<file path="src/rtl/mul_unit_ctrl_pkg.sv">
// Shared definitions for the EX-stage multiply controller: bus widths,
// RV32M multiply funct3 codes and the controller state encoding.
package mul_unit_ctrl_pkg;

  localparam int DATA_BUS        = 32;
  localparam int DOUBLE_DATA_BUS = 2 * DATA_BUS;

  localparam logic [2:0] MUL_F3    = 3'b000;
  localparam logic [2:0] MULH_F3   = 3'b001;
  localparam logic [2:0] MULHSU_F3 = 3'b010;
  localparam logic [2:0] MULHU_F3  = 3'b011;

  typedef enum logic [1:0] {
    S_IDLE = 2'd0,
    S_MUL  = 2'd1,
    S_ADJ  = 2'd2,
    S_DONE = 2'd3
  } state_e;

endpackage

</file>
<file path="src/rtl/mul_unit_ctrl_multiplier.sv">
// Combinational unsigned array multiplier (WIDTH x WIDTH -> 2*WIDTH).
// The output is forced to zero while mul_en is low.
module Multiplier #(
  parameter int WIDTH = 32
) (
  input  logic [WIDTH-1:0]   a,
  input  logic [WIDTH-1:0]   b,
  input  logic               mul_en,
  output logic [2*WIDTH-1:0] product,
  output logic               done
);

  logic [2*WIDTH-1:0] aWide;
  logic [2*WIDTH-1:0] bWide;

  assign aWide   = {{WIDTH{1'b0}}, a};
  assign bWide   = {{WIDTH{1'b0}}, b};
  assign product = mul_en ? (aWide * bWide) : '0;
  assign done    = mul_en;

endmodule

</file>
<file path="src/rtl/mul_unit_ctrl.sv">
// RV32M multiply controller: converts signed operands to magnitudes, runs the
// unsigned array over a fixed cycle, then sign-corrects and selects a word.
module mul_unit_ctrl
  import mul_unit_ctrl_pkg::*;
#(
  parameter int DATA_WIDTH  = DATA_BUS,
  parameter int FUNCT_WIDTH = 3
) (
  input  logic                   clk,
  input  logic                   rst,
  input  logic                   start,
  input  logic [FUNCT_WIDTH-1:0] funct,
  input  logic [DATA_WIDTH-1:0]  op1,
  input  logic [DATA_WIDTH-1:0]  op2,
  input  logic                   flush,
  output logic                   busy,
  output logic                   stall_req,
  output logic                   result_valid,
  output logic [DATA_WIDTH-1:0]  result
);

  state_e                  state_q;
  logic [DATA_WIDTH-1:0]   mag1_q, mag1_d;
  logic [DATA_WIDTH-1:0]   mag2_q, mag2_d;
  logic                    neg_q, neg_d;
  logic                    hi_q, hi_d;
  logic [2*DATA_WIDTH-1:0] prod_q;
  logic [DATA_WIDTH-1:0]   result_q;

  logic                    signed1, signed2;
  logic                    neg1, neg2;
  logic                    accept;
  logic [2*DATA_WIDTH-1:0] product;
  logic [2*DATA_WIDTH-1:0] adjusted;
  logic                    unusedMulDone;

  // -2^31 negates to 0x80000000, which is exactly its magnitude as unsigned.
  assign signed1 = (funct == FUNCT_WIDTH'(MULH_F3)) || (funct == FUNCT_WIDTH'(MULHSU_F3));
  assign signed2 = (funct == FUNCT_WIDTH'(MULH_F3));
  assign neg1    = signed1 && op1[DATA_WIDTH-1];
  assign neg2    = signed2 && op2[DATA_WIDTH-1];
  assign mag1_d  = neg1 ? (~op1 + 1'b1) : op1;
  assign mag2_d  = neg2 ? (~op2 + 1'b1) : op2;
  assign neg_d   = neg1 ^ neg2;
  assign hi_d    = (funct != FUNCT_WIDTH'(MUL_F3));

  assign accept  = (state_q == S_IDLE) && start && !funct[FUNCT_WIDTH-1] && !flush;

  Multiplier #(
    .WIDTH(DATA_WIDTH)
  ) uMultiplier (
    .a      (mag1_q),
    .b      (mag2_q),
    .mul_en (state_q == S_MUL),
    .product(product),
    .done   (unusedMulDone)
  );

  assign adjusted = neg_q ? (~prod_q + 1'b1) : prod_q;

  always_ff @(posedge clk) begin
    if (rst) begin
      state_q  <= S_IDLE;
      mag1_q   <= '0;
      mag2_q   <= '0;
      neg_q    <= 1'b0;
      hi_q     <= 1'b0;
      prod_q   <= '0;
      result_q <= '0;
    end else begin
      case (state_q)
        S_IDLE: begin
          if (accept) begin
            mag1_q  <= mag1_d;
            mag2_q  <= mag2_d;
            neg_q   <= neg_d;
            hi_q    <= hi_d;
            state_q <= S_MUL;
          end
        end
        S_MUL: begin
          if (flush) begin
            state_q <= S_IDLE;
          end else begin
            prod_q  <= product;
            state_q <= S_ADJ;
          end
        end
        S_ADJ: begin
          // A flush here leaves the previously returned result untouched.
          if (flush) begin
            state_q <= S_IDLE;
          end else begin
            result_q <= hi_q ? adjusted[2*DATA_WIDTH-1:DATA_WIDTH]
                             : adjusted[DATA_WIDTH-1:0];
            state_q  <= S_DONE;
          end
        end
        S_DONE:  state_q <= S_IDLE;
        default: state_q <= S_IDLE;
      endcase
    end
  end

  assign busy         = (state_q != S_IDLE);
  assign result_valid = (state_q == S_DONE) && !flush;
  assign stall_req    = (start && (state_q == S_IDLE) && !funct[FUNCT_WIDTH-1])
                      || (state_q == S_MUL) || (state_q == S_ADJ);
  assign result       = result_q;

endmodule

</file>
<file path="config.mk">
export PLATFORM = sky130hd
export DESIGN_NAME = mul_unit_ctrl
export DESIGN_NICKNAME = d
export VERILOG_FILES = /design/src/rtl/mul_unit_ctrl_pkg.sv /design/src/rtl/mul_unit_ctrl_multiplier.sv /design/src/rtl/mul_unit_ctrl.sv
export SDC_FILE = /design/constraint.sdc
export NUM_CORES = 2
export LEC_CHECK = 0
export ABC_AREA = 0
export CAP_MARGIN = 20
export CELL_PAD_IN_SITES_DETAIL_PLACEMENT = 1
export CELL_PAD_IN_SITES_GLOBAL_PLACEMENT = 1
export CORE_MARGIN = 2
export CORE_UTILIZATION = 50
export DETAILED_ROUTE_END_ITERATION = 8
export PLACE_DENSITY_LB_ADDON = 0.05
export SLEW_MARGIN = 5
export SYNTH_ARGS = -nofsm -noshare
export SYNTH_HDL_FRONTEND = slang
export SYNTH_SLANG_ARGS = --single-unit
</file>
<file path="constraint.sdc">
create_clock -name clk -period 10.95 [get_ports clk]
set_input_delay 1.095 -clock clk [delete_from_list [all_inputs] [get_ports clk]]
set_output_delay 1.095 -clock clk [all_outputs]
set_load 0.05 [all_outputs]
</file>
Word-level counts from Yosys, hierarchy flattened

Index checks and enable logic that the tools add are counted.

Flip-flop bits (word level): 164
Word-level logic and storage cells: 47
Bits of input ports: 71
Output and inout port bits: 35

Add/sub/neg operators: 3
Equality and inequality tests: 6
Mux-type cells: 8
Reductions and logical operators: 17
$mul: 1
Bitwise operators: 5

Operators by type and width:

| cell                    | count |
|---|---|
| $mux W32                | 3 |
| $add A32 B1 Y32 const B | 2 |
| $add A64 B1 Y64 const B | 1 |
| $mul A32 B32 Y64        | 1 |
| $mux W64                | 1 |
| $not A32 Y32            | 2 |
| $not A64 Y64            | 1 |
| $pmux W2 S4             | 1 |
| $logic_and A1 B1 Y1     | 6 |
| $mux W2                 | 3 |
| $reduce_and A2 Y1       | 3 |
| $eq A2 B2 Y1 const B    | 2 |
| $eq A3 B1 Y1 const B    | 1 |
| $eq A3 B2 Y1 const B    | 1 |
| $logic_or A1 B1 Y1      | 3 |
| $reduce_bool A3 Y1      | 1 |
| $eq A2 B1 Y1 const B    | 1 |
| $logic_not A1 Y1        | 2 |
| $logic_not A2 Y1        | 1 |
| $ne A2 B2 Y1 const B    | 1 |
| $reduce_bool A2 Y1      | 1 |
| $not A1 Y1              | 1 |
| $xor A1 B1 Y1           | 1 |

Depth between registers and ports, before layout

Depth in word-level cells: 6
Depth in mapped cells: 28
Gate-level depth less buffers: 26

Hierarchy

From an unflattened synthesis, not the netlist that was laid out.

Cells, all modules: 4896
Area, all modules: 42597.1 sq um

Modules (own cells, without submodules):

| module        | sequential area each (sq um) | area an instance (sq um) | times used | cells each |
|---|---|---|---|---|
| Multiplier    | 0.0                          | 33647.3                  | 1          | 3753 |
| mul_unit_ctrl | 3283.1                       | 8949.8                   | 1          | 1143 |

Worst setup path before layout

OpenSTA, ideal clock, no wires.

Path kind: flip-flop to flip-flop
From: register mag2_q[9]
To: register prod_q[60]
Slack: 3.560 ns
Period minus slack after synthesis: 7.390 ns
Setup time: 0.130 ns
Stages on the path, launching flop included: 25
Required time: 10.820 ns
Buffers on the path: 2
Data arrival time: 7.261 ns
Cells stage by stage: dfxtp_1 clkbuf_1 and2_1 fa_1 fa_1 inv_1 fa_1 fa_1 inv_1 fa_1 fa_1 fa_1 fa_1 ha_1 clkbuf_1 a21o_1 a311oi_1 o21ai_0 a311o_1 a221oi_1 o21ai_0 a21o_1 a31oi_1 o21a_1 o211ai_1

Cells in the longest elaborated chain, start to end: 1

Ends and longest elaborated chain:

| what                   | line                           | source |
|---|---|---|
| from (decl)            | mul_unit_ctrl.sv:24            | `logic [DATA_WIDTH-1:0] mag2_q, mag2_d;` |
| from (signal assigned) | mul_unit_ctrl.sv:75            | `mag2_q <= mag2_d;` |
| $mul A32 B32 Y64       | mul_unit_ctrl_multiplier.sv:18 | `assign product = mul_en ? (aWide * bWide) : '0;` |
| to (signal assigned)   | mul_unit_ctrl.sv:85            | `prod_q <= product;` |
| to (decl)              | mul_unit_ctrl.sv:27            | `logic [2*DATA_WIDTH-1:0] prod_q;` |

No other way between the ends.
A chain may end at the register's enable or synchronous reset.

Worst setup path in the final report

From: register mag1_q[11]
To: register prod_q[52]

Cells in the longest elaborated chain, start to end: 1

Ends and longest elaborated chain:

| what                   | line                           | source |
|---|---|---|
| from (decl)            | mul_unit_ctrl.sv:23            | `logic [DATA_WIDTH-1:0] mag1_q, mag1_d;` |
| from (signal assigned) | mul_unit_ctrl.sv:74            | `mag1_q <= mag1_d;` |
| $mul A32 B32 Y64       | mul_unit_ctrl_multiplier.sv:18 |  |

No other way between the ends.

==> flow_metrics.tcl <==
set metrics [dict create \
    finalWorstSetupSlack_ns 2.11 \
    start_util_pct 50.7 \
    end_kind "flip-flop" \
    cp_common_cell "fa_1" \
    drt_iter0_drc 1768 \
    power.density_nw_per_um2 49.2 \
    holdPathStages 1 \
    synth_top_cell_area_share_pct 43.0 \
    p_sw_share_pct 41.8 \
    die_y_um 293 \
    grt_pass1_vias 36300 \
    synth-simple-area-share_pct 19.3 \
    cts_resized 0 \
    min_period_over_period_pct 80.7 \
    yosys.area_share.adder_pct 51.0 \
    slew_violations 0 \
    final_nets 5894 \
    routabilityCongestion 0.878 \
    htree_num_levels 4 \
    syn_area_per_cell_um2 8.79 \
    synth_top_family_by_area "adder cells" \
    cts_buffers 17 \
    netlist_area_um2 41700 \
    clk_latency_ns 0.49 \
    coreArea_um2 82400 \
    startpoint "mag1_q[11]$_SDFFE_PP0P_" \
    portBuffers 105 \
    clock_sinks 164 \
    worstSetupPathType "flip-flop to flip-flop" \
    crit_arrival_ns 9.17 \
    post_cts_buffers 0 \
    seq_power_share_pct 30.5 \
    start_kind "flip-flop" \
    fmax_mhz 113 \
    drtAntennaViolNets 0 \
    setup_viol 0 \
    cp_slowest_cell "dfxtp_1" \
    hold_buffers 0 \
    ys_types 70 \
    cellInternalPower_mw 1.27 \
    tritoncts "built" \
    die_area_um2 85800 \
    fin_skew_ns 0.0191 \
    yosys_warnings 0 \
    hp-start "result[4]$_SDFFE_PP0P_" \
    fp.dieW_um 293 \
    dp_slack_ns 2.25 \
    rr_startpoint "mag1_q[11]$_SDFFE_PP0P_" \
    peakVddDrop_mv 0.102 \
    synth_flop_cell "dfxtp_1" \
    hold_path.class "flip-flop to flip-flop" \
    ctsLongestPathBuffers 2 \
    p_comb_share_pct 40.2 \
    reg2reg_depth 23 \
    wl_um 133000 \
    first_pass_iters 5 \
    synthesis.nets 5979 \
    synth.most_common_cell "fa_1" \
    p_switching_mw 0.911 \
    wl_per_cell_um 23.2 \
    synth_top_area_cell "fa_1" \
    synth-xor-area-share_pct 3.13 \
    cp.required_ns 11.28 \
    drc 0 \
    ys_ff_latch 164 \
    relSlewSlack_pct 25.2 \
    syn_to_final_growth_pct 6.08 \
    total_power_mw 2.18 \
    ys_top_cells_by_area "fa_1 43%, and2_1 9.5%, ha_1 8.0%, dfxtp_1 7.9%, inv_1 7.9%" \
    finalSetupTns_ns 0 \
    grt-ovfl-total 0 \
    rsz0062_at_grt "false" \
    layout-drive-gt1-share_pct 3.12 \
    hpwl_um 108000 \
    fillers 9619 \
    finalCriticalPeriod_ns 8.84 \
    async_reset_ff_share_pct 0 \
    synth_seq_area_share_pct 7.87 \
    clk_pin_slew_ns 0.08 \
    final_util_pct 53.7 \
    antenna_found_initial 4 \
    synth_edf_count 0 \
    r2r_slack_ns 2.11 \
    synthTopCellsByCount "896 x fa_1, 873 x inv_1, 633 x and2_1" \
    track_usage_pct 32.4 \
    yosys-mux-area-fraction_pct 0.276 \
    r2r_end "prod_q[52]$_SDFFE_PP0P_" \
    via_per_inst 5.63 \
    worstMarginPinSlew_ns 1.12 \
    crit_path_max_fanout 17 \
    ios 106 \
    status "complete, no violations" \
    p_clk_share_pct 29.3 \
    max_stage_delay_ns 0.92 \
    synth_compound_area_share_pct 7.96 \
    cts_root_buf "clkbuf_16" \
    netlist_instances 4746 \
    cap_violations 0 \
    whs_endpoint "result[4]$_SDFFE_PP0P_" \
    p_leak_nw 21.2 \
    fin_hold_ws_ns 0.459 \
    path_cells "buf_4, and2_1, fa_1, fa_1, inv_1, fa_1, fa_1, inv_1, fa_1, fa_1, fa_1, fa_1, ha_1, a21o_1, a311oi_1, o21ai_0, a311o_1, a221oi_1, o21ai_0, a21o_1, a31oi_1, xor2_1, o21ai_0" \
    grt_pass1_wl_um 210000 \
    grt_max_degree 83 \
    fp-row-count 105 \
    finalHoldViolations 0 \
    num_vias 32400 \
]
[power groups by stage]
| stage | Clock [mW] | Combinational, mW | Sequential (mW) |
|---|---|---|---|
| after global routing | 0.672 | 0.957 | 0.668 |
| after floorplan | 0 | 0.542 | 0.640 |
| final | 0.640 | 0.875 | 0.665 |
| after detailed placement | 0 | 0.863 | 0.679 |
| after global placement | 0 | 0.847 | 0.677 |
| after CTS | 0.654 | 0.873 | 0.665 |
[per-stage QoR]
| step | cells | cell area (um^2) |
|---|---|---|
| after floorplan | 4746 | 41700 |
| after global placement | 5711 | 43700 |
| after detailed placement | 5711 | 43700 |
| after CTS | 5742 | 44200 |
| after global routing | 5745 | 44300 |
| final | 5747 | 44300 |
[final cells by class]
class,instances,area (um^2),area share (%)
Clock buffer,21,470,1.06
Tap cell,1070,1340,3.02
Inverter,873,3280,7.40
Sequential cell,164,3290,7.44
Clock inverter,10,124,0.280
Multi-Input combinational cell,3417,34100,77.0
Antenna cell,4,10.0,0.0226
Timing Repair Buffer,188,1680,3.79
[registers in the layout (all words and copies together) (netlist names)]
register  count
hi_q          1
prod_q       64
result       32
mag2_q       32
state_q       2
mag1_q       32
neg_q         1
[worst max-delay path by stage]
stage	end
3_5_place_dp	prod_q[53]$_SDFFE_PP0P_
6_report	prod_q[52]$_SDFFE_PP0P_
3_3_place_gp	prod_q[52]$_SDFFE_PP0P_
5_1_grt	prod_q[63]$_SDFFE_PP0P_
2_1_floorplan	prod_q[60]$_SDFFE_PP0P_
4_1_cts	prod_q[52]$_SDFFE_PP0P_
[routing by layer]
layer | global-route usage [%] | wire, um
met1 | 42.2 | 55600
met2 | 54.8 | 65300
met3 | 5.56 | 7880
met4 | 10.6 | 4410
met5 | 0 | 0
[kinds of logic (layout without fill, tap and decap cells)]
family / count (synthesis) / after routing
flops: 164 / 164
fa+ha+maj: 1162 / 1162
other cells: 0 / 4
simple gates: 1577 / 1577
buf+inv: 1165 / 1092
mux: 11 / 11
compound gates: 518 / 518
xor+xnor: 149 / 149
[cell usage in the layout (no fill, tap or decap), types with 29 or more instances in the layout]
cell               n
nor2_1           138
a21o_1            38
and2_1           633
buf_4             83
dfxtp_1          155
inv_1            873
ha_1             266
o31ai_1           29
a21oi_1          151
xnor2_1           77
a211oi_1          71
nor3_1            38
o21ai_0          108
nand2_1          594
nand3_1           38
xor2_1            72
fa_1             896
clkdlybuf4s50_1  104
[critical path, delay by kind of cell (launching register included)]
family / cells / cell delay [ns]
compound gates: 9 / 2.40
simple gates: 1 / 0.18
buf+inv: 3 / 0.50
fa+ha+maj: 9 / 4.46
xor+xnor: 1 / 0.17
flops: 1 / 0.92
Note: power is estimated with default switching activity, not from simulation.
